--- src/rtl/control_unit.sv ---
// control_unit: multi-cycle FETCH/DECODE/EXEC sequencer for the K&S 16-bit
// processor. It drives all datapath and RAM strobes from the decoded IR and
// the registered flags. It also reports halt and a retired-instruction count.

package k_and_s_pkg;

  typedef enum logic [3:0] {
    I_NOP    = 4'd0,
    I_LOAD   = 4'd1,
    I_STORE  = 4'd2,
    I_MOVE   = 4'd3,
    I_ADD    = 4'd4,
    I_SUB    = 4'd5,
    I_AND    = 4'd6,
    I_OR     = 4'd7,
    I_BRANCH = 4'd8,
    I_BZERO  = 4'd9,
    I_BNZERO = 4'd10,
    I_BNEG   = 4'd11,
    I_BNNEG  = 4'd12,
    I_BOV    = 4'd13,
    I_BNOV   = 4'd14,
    I_HALT   = 4'd15
  } decoded_instruction_type;

  // ALU operation encodings seen by the datapath.
  localparam logic [1:0] ALU_ADD = 2'b00;
  localparam logic [1:0] ALU_AND = 2'b01;
  localparam logic [1:0] ALU_OR  = 2'b10;
  localparam logic [1:0] ALU_SUB = 2'b11;

endpackage

module control_unit
  import k_and_s_pkg::*;
#(
  parameter int RETIRE_CNT_W = 16
) (
  input  logic                      clk,
  input  logic                      rst,
  input  decoded_instruction_type   decoded_instruction,
  input  logic                      zero_op,
  input  logic                      neg_op,
  input  logic                      unsigned_overflow,
  input  logic                      signed_overflow,
  output logic                      branch,
  output logic                      pc_enable,
  output logic                      ir_enable,
  output logic                      addr_sel,
  output logic                      c_sel,
  output logic [1:0]                operation,
  output logic                      write_reg_enable,
  output logic                      flags_reg_enable,
  output logic                      ram_write_enable,
  output logic                      halt,
  output logic [RETIRE_CNT_W-1:0]   retired_count
);

  typedef enum logic [1:0] {
    S_FETCH  = 2'd0,
    S_DECODE = 2'd1,
    S_EXEC   = 2'd2,
    S_HALTED = 2'd3
  } state_t;

  state_t                  state_q, state_d;
  logic [RETIRE_CNT_W-1:0] retired_q, retired_d;

  // State and retire-counter registers with synchronous reset.
  always_ff @(posedge clk) begin
    // NOTE: sequential state uses non-blocking assignments so every flop
    // samples pre-edge values regardless of statement order.
    if (rst) begin
      state_q   <= S_FETCH;
      retired_q <= '0;
    end else begin
      state_q   <= state_d;
      retired_q <= retired_d;
    end
  end

  // Next-state sequencing. HALTED is sticky until reset. Each EXEC cycle
  // retires one instruction. The counter wraps naturally.
  always_comb begin
    // NOTE: every variable gets a default before the case so that no path
    // leaves a value unassigned, which would otherwise infer a latch.
    state_d   = state_q;
    retired_d = retired_q;
    case (state_q)
      S_FETCH:  state_d = S_DECODE;
      S_DECODE: state_d = (decoded_instruction == I_HALT) ? S_HALTED : S_EXEC;
      S_EXEC: begin
        state_d   = S_FETCH;
        retired_d = retired_q + 1'b1;
      end
      S_HALTED: state_d = S_HALTED;
      default:  state_d = S_FETCH;
    endcase
  end

  // Strobe decode. These are Moore outputs in FETCH, DECODE and HALTED and
  // Mealy outputs in EXEC. Asserting rst masks everything in the same cycle,
  // so an aborted instruction issues no writes.
  always_comb begin
    branch           = 1'b0;
    pc_enable        = 1'b0;
    ir_enable        = 1'b0;
    addr_sel         = 1'b0;
    c_sel            = 1'b0;
    operation        = ALU_ADD;
    write_reg_enable = 1'b0;
    flags_reg_enable = 1'b0;
    ram_write_enable = 1'b0;
    halt             = 1'b0;
    if (!rst) begin
      case (state_q)
        S_FETCH:  ir_enable = 1'b1;
        S_DECODE: ;
        S_HALTED: halt = 1'b1;
        S_EXEC: begin
          pc_enable = 1'b1;
          case (decoded_instruction)
            I_LOAD: begin
              addr_sel         = 1'b1;
              c_sel            = 1'b1;
              write_reg_enable = 1'b1;
            end
            I_STORE: begin
              addr_sel         = 1'b1;
              ram_write_enable = 1'b1;
            end
            I_MOVE: begin
              operation        = ALU_OR;  // a | a passes a through the ALU
              write_reg_enable = 1'b1;
            end
            I_ADD, I_SUB, I_AND, I_OR: begin
              write_reg_enable = 1'b1;
              flags_reg_enable = 1'b1;
              case (decoded_instruction)
                I_SUB:   operation = ALU_SUB;
                I_AND:   operation = ALU_AND;
                I_OR:    operation = ALU_OR;
                default: operation = ALU_ADD;
              endcase
            end
            I_BRANCH: branch = 1'b1;
            I_BZERO:  branch = zero_op;
            I_BNZERO: branch = !zero_op;
            I_BNEG:   branch = neg_op;
            I_BNNEG:  branch = !neg_op;
            I_BOV:    branch = unsigned_overflow | signed_overflow;
            I_BNOV:   branch = !(unsigned_overflow | signed_overflow);
            default:  ;
          endcase
        end
        default: ;
      endcase
    end
  end

  assign retired_count = rst ? '0 : retired_q;

endmodule

--- config.mk ---
export PLATFORM = sky130hd
export DESIGN_NAME = control_unit
export DESIGN_NICKNAME = d
export VERILOG_FILES = /design/src/rtl/control_unit.sv
export SDC_FILE = /design/constraint.sdc
export NUM_CORES = 1
export LEC_CHECK = 0
export ABC_AREA = 1
export BUFFER_PORTS_ARGS = -buffer_cell sky130_fd_sc_hd__buf_2
export CORE_MARGIN = 4
export CORE_UTILIZATION = 50
export CTS_CLUSTER_SIZE = 25
export DETAILED_ROUTE_END_ITERATION = 8
export GPL_ROUTABILITY_DRIVEN = 0
export GPL_TIMING_DRIVEN = 0
export PLACE_DENSITY = 0.79
export SLEW_MARGIN = 20
export SYNTH_ARGS = -nofsm -noshare
export SYNTH_HDL_FRONTEND = slang
export SYNTH_SLANG_ARGS = --single-unit
--- constraint.sdc ---
create_clock -name clk -period 1.9 [get_ports clk]
set_clock_uncertainty 0.2 [all_clocks]
set_input_delay 0.38 -clock clk [delete_from_list [all_inputs] [get_ports clk]]
set_output_delay 0.38 -clock clk [all_outputs]
set_load 0.01 [all_outputs]
==> results of run 1 <==
[sequential cells by signal, indices dropped and copies added (netlist names)]
name	flops
state_q	2
retired_q	16
[worst min-delay path, stage by stage]
cell and delay (ns):
buf_2 0.13, nor2_1 0.08, inv_1 0.05, a21oi_1 0.06
[timing repair]
item                                    CTS  global route
pin swaps                                 2             2
endpoints found under the setup margin    8             6
setup buffers                             4             1
resized for setup                         7             2
[metrics by stage]
step | util [%] | hold slack (ns) | total power (uW)
floorplan | - | 0.243 | 458
global placement | 62.0 | 0.260 | 488
detailed placement | 62.0 | 0.268 | 491
CTS | 65.6 | 0.231 | 739
global route | 66.5 | 0.277 | 770
finish | 66.5 | 0.237 | 742
[logic make-up (layout without fill, tap and decap cells)]
family          Yosys count  in the layout  share of synthesized area (%)
flops                    18             18                           31.5
simple gates            106            106                           44.0
fa+ha+maj                 1              1                           1.09
compound gates           25             25                           11.3
buf+inv                  36             81                           12.1
[worst max-delay path by stage]
stage | startpoint | end | slack [ns]
6_report | state_q[0] | operation[0] | -0.006
5_1_grt | state_q[0] | addr_sel | -0.06
4_1_cts | state_q[0] | operation[0] | 0.003
3_5_place_dp | rst | retired_count[1] | 0.1
3_3_place_gp | rst | retired_count[1] | 0.11
2_1_floorplan | state_q[0] | operation[0] | 0.18
[power by group through the flow]
stage / logic (uW) / clock network, uW / registers, uW
floorplan: 57.4 / 0 / 401
global placement: 86.4 / 0 / 401
detailed placement: 89.3 / 0 / 402
CTS: 104 / 243 / 392
global route: 122 / 255 / 393
finish: 110 / 240 / 392
[final cells by class]
cell class              count  area, sq um  area share (%)
well taps                  28         35.0            2.41
clock buffers               4         36.3            2.49
plain buffers               3         15.0            1.03
flip-flops and latches     18          365            25.1
multi-input cells         132          661            45.4
repair buffers             41          218            14.9
inverters                  33          126            8.68
[routing by layer]
layer	up-vias	part of all wire (%)	track usage (%)
li1	675	-	-
met1	572	42	21.4
met2	45	50	36.0
met3	2	7.3	4.41
met4	0	0.58	4.75
met5	-	0	0
[placed cells by master, fill, tap and decap left out, types with 2 or more instances in the layout]
| cell type | count |
|---|---|
| nor2_1 | 45 |
| nand2_1 | 33 |
| buf_2 | 39 |
| nand2_4 | 2 |
| a21oi_1 | 13 |
| inv_1 | 30 |
| clkbuf_4 | 3 |
| nor4_1 | 2 |
| inv_2 | 2 |
| nor2_4 | 3 |
| nand3_2 | 2 |
| buf_4 | 5 |
| nand4_1 | 4 |
| nand3_1 | 8 |
| nor3_1 | 3 |
| o21ai_0 | 8 |
| dfxtp_1 | 16 |
==> run summary, run 1 <==
Status -> complete, but fails checks
Failing checks -> setup timing
Placed Cells -> 250
Fraction of layout cells with a size suffix above 1 -> 28.1%
Gate Count Post-Synth -> 186
Syn nets -> 197
Yosys reg bits -> 18
Fin nets -> 243
DP Area -> 1360 sq um
CTS Buf Count -> 3
# DRC -> 0
Via density -> 5.00
Yosys cell types -> 21
Vias in the first global route -> 1178
First-pass GRT wire length -> 4.97 mm
Max-slew violations -> 0
CTS max path bufs -> 2
Worst hold path type -> input port to flop
Dpl ws -> 0.0965 ns
Worst Path Buf+Inv -> 3
Crit-path slowest cell -> dfxtp_4
Routed vias -> 1294
VDD IR max -> 421 uV
Leakage -> 0.000690 uW
R2R Path Start -> retired_q[0]
Fin crit share -> 100%
Highest Clock Rate -> 0.525 GHz
Syn Area/Cell -> 6.15 sq um
RSZ-0062 raised after global routing -> true
Flop pwr share -> 52.8%
Max-cap viol count -> 0
Sequential fraction of the synthesis area -> 31.5%
Min-delay src -> rst
CTS Hold Bufs -> 0
Worst-Skew Late Latency -> 0.29 ns
Die boundary height -> 55.8 microns
Tightest Pin Transition -> 0.240 ns
CTS tree -> yes
Switching share of power -> 26.8%
First-pass detailed-route iteration total -> 4
Ys Warns -> 0
Combinational fraction of design power -> 14.8%
Routed Antenna Nets -> 0
FF-to-FF End -> retired_q[8]
Hold depth -> 4
CP Cell Sequence -> inv_4, nand2_4, nor2_4, inv_2, nor4_1, buf_2
Root buffer cell -> clkbuf_4
Setup ws final -> -0.00592 ns
Netlist Area Pre-Place -> 1140 sq um
Top-area cell type share of the netlist area -> 31.5%
Clk slew on worst S/H paths -> 0.11 ns
Critical path class -> flop to output port
Worst EP required -> 1.32 ns
Top Ports -> 37
CP Launch Type -> flop
H-tree levels -> 1
WL per Instance -> 11.4 microns
Top Family by Delay on Critical Path -> flip-flops
Antenna diodes -> 0
Gr ovfl total -> 0
Crit. End Element -> output port
CP Depth -> 6
# rows -> 17
Rel. slew slack -> 83.9%
Top_reg_cell synth -> dfxtp_1
Power Density -> 510 nW/um^2
FF-to-FF setup slack -> 0.40 ns
Setup TNS -> -0.00592 ns
Area delta synth->final -> 27.4%
Final setup fails -> 1
Max FO, Critical Path -> 5
Fin crit period -> 1.91 ns
Synth top cells by count -> nor2_1 (45), nand2_1 (33), inv_1 (31)
Starting Density -> 52.2%
Port bufs -> 36
Top-count cell post-synth -> nor2_1
Hold worst-path end -> retired_q[7]
Post-synth EDFFs -> 0
Violation count after the first detailed-route iteration -> 50
HPWL after detailed placement -> 2.29 mm
Synth async-reset ratio -> 0%
Largest net degree at the start of global routing -> 11
Worst reg-to-reg path cell count -> 6
Antenna violations before repair -> 0
Switching power -> 199 uW
DIE WIDTH -> 55.8 microns
Pint -> 543 uW
Final wirelength -> 2.95 mm
Total track usage -> 19.1%
Area leader, netlist -> dfxtp_1
Fin cells -> 259
Design area -> 1460 sq um
Core area -> 2190 sq um
Final Hold Fails -> 0
Total die area -> 3120 sq um
Clock power frac -> 32.3%
Filler instances -> 218
CP max stage delay -> 0.37 ns
Arr. time, crit path -> 1.33 ns
Clk sink count -> 18
Synth area leaders -> dfxtp_1 (32%), nor2_1 (15%), nand2_1 (11%)
No activity file was read; power rests on OpenSTA's default activity.
==> inputs of run 2 (changes only) <==
REMOVE_ABC_BUFFERS = 1   (was unset)
==> run 2 against run 1 <==
  * The flow still finishes with violations (setup timing)
  * Sequential cell count is the same
  * Die area is the same
  * First-iteration DRC count increased by 4.0%
  * Clock power barely moved
  * Clock-buffer cell count is the same
  * Register-to-register slack is essentially flat
  * Setup slack got worse by 0.034 ns
  * Sequential power barely moved
  * Fmax is 1.8% lower
  * Non-clock buffer count fell by 3
  * Power increased by 0.51%
  * Largest cell class unchanged
==> run summary, run 2 (synthesis gave the netlist of run 1 again) <==
Status -> complete, but fails checks
Failing checks -> setup timing
Final setup fails -> 2
Area delta synth->final -> 28.7%
Worst hold path type -> flop to flop
Highest Clock Rate -> 0.515 GHz
Met3 Usage GRT -> 4.87%
Fin cells -> 256
CTS tree -> yes
Commonest cells after routing, fill and taps aside -> nor2_1 (45), buf_2 (35), nand2_1 (33), inv_1 (29), dfxtp_1 (16)
Critical path class -> flop to output port
Tightest Pin Transition -> 0.301 ns
Die boundary height -> 55.8 microns
Placed Cells -> 247
Critical Path Start -> state_q[0]
Via density -> 5.12
Leakage -> 0.000673 uW
Grt met2 use -> 35.5%
Vias in the first global route -> 1223
Arr. time, crit path -> 1.36 ns
CP Launch Type -> flop
First-pass detailed-route iteration total -> 4
Antenna diodes -> 0
Antenna violations before repair -> 0
Min-delay src -> retired_q[3]
H-tree levels -> 1
Max-cap viol count -> 0
Starting Density -> 52.2%
Fin nets -> 240
Busiest grt layer -> met2
# rows -> 17
Max FO, Critical Path -> 5
Top Ports -> 37
Clk slew on worst S/H paths -> 0.10 ns
Most common cell after layout, fill and taps aside -> nor2_1
CTS Buf Count -> 3
Fraction of layout cells with a size suffix above 1 -> 28.5%
VDD IR max -> 442 uV
Routing usage on met1 -> 25.6%
Biggest regs -> retired_q x16, state_q x2
Port bufs -> 36
Routed Antenna Nets -> 0
Power Density -> 507 nW/um^2
DIE WIDTH -> 55.8 microns
Worst EP required -> 1.32 ns
Gr ovfl total -> 0
HPWL after detailed placement -> 2.27 mm
WL per Instance -> 12.1 microns
# DRC -> 0
R2R Path Start -> retired_q[6]
Dpl ws -> -0.0676 ns
Crit. End Element -> output port
Rel. slew slack -> 79.9%
Fin crit share -> 102%
Worst-Skew Late Latency -> 0.29 ns
First-pass GRT wire length -> 5.26 mm
Setup ws final -> -0.0403 ns
Final Hold Fails -> 0
RSZ-0062 raised after global routing -> true
Max-slew violations -> 0
Final wirelength -> 3.10 mm
Violation count after the first detailed-route iteration -> 52
Core Util, Final -> 67.2%
Routed vias -> 1310
FF-to-FF setup slack -> 0.41 ns
Filler instances -> 216
Core area -> 2190 sq um
Total track usage -> 20.3%
CTS max path bufs -> 2
Total die area -> 3120 sq um
Largest net degree at the start of global routing -> 23
Root buffer cell -> clkbuf_4
Fin crit period -> 1.94 ns
Most flops, register -> retired_q
Clk sink count -> 18
Max FFs per register -> 16
run 2: cell count changes in the layout (fill, tap and decap cells not counted), sizes merged:
| cell | previous run | this run |
|---|---|---|
| clkbuf | 4 | 5 |
| clkinvlp | 0 | 1 |
| inv | 33 | 32 |
| buf | 44 | 40 |
run 2: final cells by class:
cell class | instances | area (sq um) | share of cell area [%]
sequential | 18 | 365 | 24.8
multi-input combinational | 132 | 682 | 46.3
clock buffer | 4 | 36.3 | 2.47
inverter | 33 | 133 | 9.01
timing repair buffer | 41 | 220 | 15.0
tap | 28 | 35.0 | 2.38
run 2: per-layer routing:
| metal | wire (microns) | share of wire, % |
|---|---|---|
| met1 | 1360 | 44 |
| met2 | 1550 | 50 |
| met3 | 177 | 5.7 |
| met4 | 15 | 0.48 |
| met5 | 0 | 0 |
run 2: path summary, 6_finish.rpt:
| kind | endpoint | cells after the start |
|---|---|---|
| worst max-delay path | operation[0] | 6 |
| worst max register to register | retired_q[15] | 7 |
| worst min-delay path | retired_q[3] | 1 |
| worst min register to register | retired_q[3] | 1 |
run 2: stage by stage:
step | total power, uW | hold WS [ns] | area (sq um) | TNS, ns
2_1_floorplan | 452 | 0.243 | 1130 | 0
3_3_place_gp | 484 | 0.269 | 1340 | -0.0372
3_5_place_dp | 489 | 0.277 | 1340 | -0.0676
4_1_cts | 743 | 0.301 | 1460 | -0.0411
5_1_grt | 782 | 0.302 | 1470 | -0.416
6_report | 746 | 0.304 | 1470 | -0.0444
run 2: critical path, stage by stage (launching register included):
cell and delay (ns):
dfxtp_4 0.37, inv_6 0.07, nand2_8 0.04, nor2_4 0.15, inv_2 0.09, nor4_2 0.16, buf_2 0.18
run 2: power by group:
| part | leakage (uW) | switching [uW] | internal [uW] | total (uW) |
|---|---|---|---|---|
| Clock | 0.0000210 | 121 | 117 | 238 |
| Sequential | 0.000147 | 8.93 | 385 | 394 |
| Combinational | 0.000506 | 72.3 | 42.1 | 114 |
run 2: what timing repair did:
action	in CTS	in global routing
hold buffers	0	0
setup buffers	5	0
resized for setup	11	3
pin swaps	2	1
setup endpoints to repair	9	9
